## src/rtl/memory.sv

```systemverilog
// rtl/memory.sv - rv32 memory-access stage: loads/stores over a single-outstanding data bus
// Optional MEMORY_MISALIGN_TRAP_EN: misaligned H/W accesses skip the bus and complete as a trap record.
module memory (
    input  logic        aclk,
    input  logic        aresetn,
    input  logic        up_tvalid,
    output logic        up_tready,
    input  logic [3:0]  up_op,
    input  logic        up_br,
    input  logic [4:0]  up_rd,
    input  logic [31:0] up_alu,
    input  logic [31:0] up_rs2,
    output logic        down_tvalid,
    input  logic        down_tready,
    output logic [3:0]  down_op,
    output logic [4:0]  down_rd,
    output logic [31:0] down_res,
    output logic [31:0] bypass,
    output logic        dmem_req,
    output logic        dmem_we,
    output logic [31:0] dmem_addr,
    output logic [31:0] dmem_wdata,
    output logic [3:0]  dmem_strb,
    input  logic        dmem_gnt,
    input  logic        dmem_rvalid,
    input  logic [31:0] dmem_rdata
`ifdef MEMORY_MISALIGN_TRAP_EN
    ,
    output logic        misalign
`endif
);

    localparam logic [3:0] OP_NULL = 4'd0;
    localparam logic [3:0] OP_LB   = 4'd2;
    localparam logic [3:0] OP_LH   = 4'd3;
    localparam logic [3:0] OP_LW   = 4'd4;
    localparam logic [3:0] OP_LBU  = 4'd5;
    localparam logic [3:0] OP_LHU  = 4'd6;
    localparam logic [3:0] OP_SB   = 4'd7;
    localparam logic [3:0] OP_SH   = 4'd8;
    localparam logic [3:0] OP_SW   = 4'd9;

    typedef enum logic [1:0] {IDLE, REQ, RESP, OUT} state_t;

    state_t      state, state_nxt;
    logic [3:0]  h_op;
    logic [4:0]  h_rd;
    logic [31:0] h_alu, h_rs2;
    logic        h_store;
    logic        accept, up_mem, up_mis;
    logic        load;
    logic [3:0]  ld_op;
    logic [4:0]  ld_rd;
    logic [31:0] ld_res;
    logic [7:0]  rd_byte;
    logic [15:0] rd_half;
    logic [31:0] rd_ext;
    logic        unused_br;

    // branch flag is resolved upstream; it has no meaning in this stage
    assign unused_br = up_br;

    assign up_tready = (state == IDLE) & (~down_tvalid | down_tready);
    assign accept    = up_tvalid & up_tready;
    assign up_mem    = up_op inside {[OP_LB:OP_SW]};
    assign h_store   = h_op inside {OP_SB, OP_SH, OP_SW};

`ifdef MEMORY_MISALIGN_TRAP_EN
    always_comb begin
        up_mis = 1'b0;
        case (up_op)
            OP_LH, OP_LHU, OP_SH: up_mis = up_alu[0];
            OP_LW, OP_SW:         up_mis = |up_alu[1:0];
            default:              up_mis = 1'b0;
        endcase
    end
`else
    assign up_mis = 1'b0;
`endif

    // lane select ignores address bits finer than the access size
    assign rd_byte = dmem_rdata[{h_alu[1:0], 3'b000} +: 8];
    assign rd_half = h_alu[1] ? dmem_rdata[31:16] : dmem_rdata[15:0];

    always_comb begin
        rd_ext = dmem_rdata;
        case (h_op)
            OP_LB:   rd_ext = {{24{rd_byte[7]}}, rd_byte};
            OP_LBU:  rd_ext = {24'h0, rd_byte};
            OP_LH:   rd_ext = {{16{rd_half[15]}}, rd_half};
            OP_LHU:  rd_ext = {16'h0, rd_half};
            default: rd_ext = dmem_rdata;
        endcase
    end

    always_ff @(posedge aclk or negedge aresetn) begin
        if (!aresetn) state <= IDLE;
        else          state <= state_nxt;
    end

    always_comb begin
        state_nxt = state;
        load      = 1'b0;
        ld_op     = up_op;
        ld_rd     = up_rd;
        ld_res    = up_alu;
        case (state)
            IDLE: begin
                if (accept) begin
                    if (up_mem & ~up_mis) begin
                        state_nxt = REQ;
                    end else begin
                        load = 1'b1;
                        if (up_mis) begin
                            ld_op = OP_NULL;
                            ld_rd = 5'd0;
                        end
                    end
                end
            end
            REQ: begin
                if (dmem_gnt) begin
                    if (h_store) begin
                        load      = 1'b1;
                        ld_op     = h_op;
                        ld_rd     = 5'd0;
                        ld_res    = h_alu;
                        state_nxt = OUT;
                    end else begin
                        state_nxt = RESP;
                    end
                end
            end
            RESP: begin
                if (dmem_rvalid) begin
                    load      = 1'b1;
                    ld_op     = h_op;
                    ld_rd     = h_rd;
                    ld_res    = rd_ext;
                    state_nxt = OUT;
                end
            end
            OUT: begin
                if (down_tready) state_nxt = IDLE;
            end
            default: state_nxt = IDLE;
        endcase
    end

    always_ff @(posedge aclk or negedge aresetn) begin
        if (!aresetn) begin
            h_op  <= OP_NULL;
            h_rd  <= 5'd0;
            h_alu <= 32'h0;
            h_rs2 <= 32'h0;
        end else if ((state == IDLE) && accept && up_mem && !up_mis) begin
            h_op  <= up_op;
            h_rd  <= up_rd;
            h_alu <= up_alu;
            h_rs2 <= up_rs2;
        end
    end

    always_ff @(posedge aclk or negedge aresetn) begin
        if (!aresetn) begin
            down_tvalid <= 1'b0;
            down_op     <= OP_NULL;
            down_rd     <= 5'd0;
            down_res    <= 32'h0;
        end else if (load) begin
            down_tvalid <= 1'b1;
            down_op     <= ld_op;
            down_rd     <= ld_rd;
            down_res    <= ld_res;
        end else if (down_tready) begin
            down_tvalid <= 1'b0;
        end
    end

`ifdef MEMORY_MISALIGN_TRAP_EN
    always_ff @(posedge aclk or negedge aresetn) begin
        if (!aresetn) misalign <= 1'b0;
        else          misalign <= (state == IDLE) & accept & up_mis;
    end
`endif

    assign bypass     = down_res;
    assign dmem_req   = (state == REQ);
    assign dmem_we    = dmem_req & h_store;
    assign dmem_addr  = {h_alu[31:2], 2'b00};

    always_comb begin
        dmem_wdata = h_rs2;
        dmem_strb  = 4'b0000;
        case (h_op)
            OP_SB:   dmem_wdata = {4{h_rs2[7:0]}};
            OP_SH:   dmem_wdata = {2{h_rs2[15:0]}};
            default: dmem_wdata = h_rs2;
        endcase
        if (dmem_we) begin
            case (h_op)
                OP_SB:   dmem_strb = 4'b0001 << h_alu[1:0];
                OP_SH:   dmem_strb = h_alu[1] ? 4'b1100 : 4'b0011;
                default: dmem_strb = 4'b1111;
            endcase
        end
    end

endmodule

```

## config.mk

```make
export PLATFORM = sky130hd
export DESIGN_NAME = memory
export DESIGN_NICKNAME = d
export VERILOG_FILES = /design/src/rtl/memory.sv
export SDC_FILE = /design/constraint.sdc
export NUM_CORES = 1
export LEC_CHECK = 0
export ABC_CLOCK_PERIOD_IN_PS = 6000
export CAP_MARGIN = 20
export CORE_MARGIN = 4
export CORE_UTILIZATION = 48
export CTS_CLUSTER_DIAMETER = 30
export DETAILED_ROUTE_END_ITERATION = 6
export GPL_ROUTABILITY_DRIVEN = 0
export PLACE_DENSITY = 0.87
export SYNTH_ARGS = -nofsm -noshare
export SYNTH_HDL_FRONTEND = slang
export SYNTH_SLANG_ARGS = --single-unit
export TNS_END_PERCENT = 30
```

## constraint.sdc

```tcl
create_clock -name aclk -period 6 [get_ports aclk]
set_input_delay 1.2 -clock aclk [delete_from_list [all_inputs] [get_ports aclk]]
set_output_delay 1.2 -clock aclk [all_outputs]
set_load 0.02 [all_outputs]
```

==> flow_summary_export.csv <==
group,metric,value,unit
run_status,run_status,"finished with violations",
run_status,violations,"design-rule violations",
sta,worst-slew-pin-transition,1019,ps
clock_tree,cts.repair_timing.setup_buffer_count,0,
route,avgViaCountPerCell,5.981,
power,p_per_cell_area,634.1,nW/um^2
clock_tree,path_clk_slew,50,ps
worst_hold_path,holdCritPathClass,"flip-flop to flip-flop",
setup_path,timing.critical_path.required,4800,ps
worst_hold_path,worst_hold_depth,2,
route,detail_route.iter0.violations,580,
route,detailedRoute.firstPassIterationCount,7,
global_routing,antenna_found_initial,0,
power,worst_ir_drop_vdd,0.0004376,V
clock_tree,tritoncts.num_buffers,17,
setup_path,critical-path-slowest-cell,"sky130_fd_sc_hd__nor2_1",
global_routing,vias_in_the_first_global_route,6153,
die,io_pins,257,
final_layout,syn2layout_area_growth,40.32,%
sta,layout_setup_ws,1423,ps
route,drt_wl_total,22.24,mm
route,topRoutingLayerUsed,"met4",
worst_hold_path,min-delay-start,"down_op[0]",
setup_path,setup.worst_path.end_class,"output port",
final_layout,nets,950,
sta,max-slew-margin-rel,32.05,%
worst_hold_path,min_to,"down_op[0]",
logic_synthesis,yosys_register_bits,117,
global_routing,global_route.usage.total,27.33,%
placement,io_buffers,253,
clock_tree,cts.root.buffer_cell,"sky130_fd_sc_hd__clkbuf_16",
setup_path,crit_path_max_fanout,18,
sta,achievable-frequency,218.5,MHz
setup_path,critical-path-max-stage-delay,690,ps
final_layout,final_cell_mix,"sky130_fd_sc_hd__clkdlybuf4s50_1 (252), sky130_fd_sc_hd__dfrtp_1 (117), sky130_fd_sc_hd__mux2_2 (87)",
sta,final_min_period_over_clock_period,76.28,%
route,post_drt_wl_per_cell,21.76,um
final_layout,n_antenna_cell,0,
setup_path,crit-reg2reg-capture,"bypass[22]",
clock_tree,tritoncts,"built",
final_layout,layout.cells.most_common,"sky130_fd_sc_hd__clkdlybuf4s50_1",
logic_synthesis,synthesis.instances,663,
die,effective_utilization_at_floorplan,49.78,%
setup_path,worst-setup-path-type,"flip-flop to output port",
clock_tree,worst_skew_pair_later_pin_latency,420,ps
logic_synthesis,synth.avg_cell_area,10.10,um^2
setup_path,arrival,3380,ps
die,die-height,126.1,um
route,route.detailed.drc,4,
route,ant_nets,0,
power,leakagePower,3.772,nW
sta,grt_setup_unrepaired,"no",
logic_synthesis,synth-seq-area-share,43.72,%
setup_path,cp_cell_instances,"or3b_1, nor2_1, nor2_1, buf_4, mux2_2, clkdlybuf4s50_1",
logic_synthesis,synth_edf_count,0,
clock_tree,cts_buffer_depth,2,
route,met3_wirelength,2.367,mm
final_layout,drive_above_1_share,16.08,%
global_routing,maximum_number_of_pins_on_one_net_before_global_route_repair,73,
setup_path,timing.reg2reg.setup_slack,2420,ps
clock_tree,cts_htree_levels,4,
die,design.die.area,15910,um^2
setup_path,worst_path_most_repeated_cell,"sky130_fd_sc_hd__nor2_1",
die,die_w,126.1,um
sta,min_period,4577,ps
clock_tree,clock_sink_count,117,
sta,skew,5.624,ps
logic_synthesis,async_flop_share,100.0,%
global_routing,grt_pass1_wl,34.51,mm
die,rows,42,
route,drt-met1-wl,8.290,mm
placement,place_hpwl,16.09,mm
power,post-layout-total-power,5.959,mW
sta,slew_viol_final,0,
setup_path,critical_path.startpoint_type,"flip-flop",
sta,hold_viol,0,
setup_path,reg2reg_from,"h_op[0]",
placement,placement.setup.worst_slack,1902,ps
sta,setup_violations,0,
logic_synthesis,syn-cell-area,6696,um^2
route,met2_length,10.98,mm
clock_tree,cts_hold_repair.buffers,0,
final_layout,final_util,69.85,%
setup_path,startpoint,"h_op[2]",
job,max-cap-violations,0,
die,core_area,13450,um^2
global_routing,gr-total-overflow,0,
sta,setup_tns,0,ps
logic_synthesis,synth_ff_type,"sky130_fd_sc_hd__dfrtp_1",
logic_synthesis,synth.lib_cells_used.distinct,57,
setup_path,reg2regPathDepth,5,
clock_tree,post_cts.resized_instances,0,
logic_synthesis,ys.warnings.count,0,
route,vias,6113,
-- registers in the layout, summed over array words and instances (netlist names) --
| signal | count |
|---|---|
| bypass | 32 |
| h_alu | 32 |
| h_rs2 | 32 |
| down_rd | 5 |
| h_rd | 5 |
| down_op | 4 |
| h_op | 4 |
| state | 2 |
| down_tvalid | 1 |
-- worst max path at each step --
stage / endpoint / slack [ps] / depth (start not counted)
floorplan: dmem_strb[0] / 2900 / 7
global placement: dmem_wdata[20] / 1930 / 6
detailed placement: dmem_wdata[19] / 1900 / 6
CTS: dmem_wdata[19] / 1440 / 6
global route: dmem_wdata[19] / 1240 / 6
finish: dmem_wdata[19] / 1420 / 6
-- where the power goes --
part / leakage (nW) / internal (mW) / switching (mW)
Clock: 0.276 / 0.610 / 0.363
Sequential: 1.37 / 1.20 / 0.385
Combinational: 2.12 / 1.59 / 1.81
-- layout make-up --
cell class / instances / area [um^2]
fillers: 991 / 4056
repair buffers: 264 / 2616
clock inverters: 8 / 73.82
clock buffers: 24 / 491.7
well taps: 176 / 220.2
inverters: 10 / 37.54
multi-input cells: 423 / 3029
flip-flops and latches: 117 / 2928
-- cells in the mapped netlist, types with 13 or more instances --
library cell	number	share of area (%)
sky130_fd_sc_hd__a21oi_1	14	1.0
sky130_fd_sc_hd__buf_2	19	1.4
sky130_fd_sc_hd__buf_4	72	8.1
sky130_fd_sc_hd__a222oi_1	24	3.6
sky130_fd_sc_hd__a211oi_1	17	1.9
sky130_fd_sc_hd__a221oi_1	13	1.7
sky130_fd_sc_hd__dfrtp_1	117	44
sky130_fd_sc_hd__nor3_1	19	1.4
sky130_fd_sc_hd__mux2_2	87	15
sky130_fd_sc_hd__clkbuf_1	20	1.1
sky130_fd_sc_hd__o21ai_0	13	0.97
sky130_fd_sc_hd__nand2_1	66	3.7
sky130_fd_sc_hd__nor2_1	67	3.8
sky130_fd_sc_hd__nand3_1	14	1.0
-- worst max-delay path, delay by kind of cell (launching register included) --
family / cells / cell delay (ps)
flip-flops: 1 / 520
multiplexers: 1 / 240
AND/OR/NAND/NOR: 3 / 1330
buffers and inverters: 2 / 870
-- kinds of logic after synthesis --
family / count (synthesis) / synth area share (%)
AND/OR/NAND/NOR: 192 / 12.67
AO/OA/AOI/OAI: 127 / 14.87
buffers and inverters: 124 / 11.45
flip-flops: 117 / 43.72
multiplexers: 96 / 16.16
adder cells (fa/ha/maj): 5 / 0.9342
other: 1 / 0.05600
XOR/XNOR: 1 / 0.1308
-- layer usage --
layer	global-route usage [%]	up-vias
li1	-	2704
met1	32.53	2995
met3	9.780	48
met2	46.10	366
met5	0.6192	-
met4	8.959	0
-- stage by stage --
step | std cells | hold slack [ps] | instance area [um^2]
finish | 1022 | 476.1 | 9397
CTS | 1022 | 478.5 | 9397
global placement | 989 | 462.4 | 8820
global route | 1022 | 488.7 | 9397
floorplan | 664 | 475.0 | 6700
detailed placement | 990 | 466.0 | 8831
No activity file was read; power rests on OpenSTA's default activity.
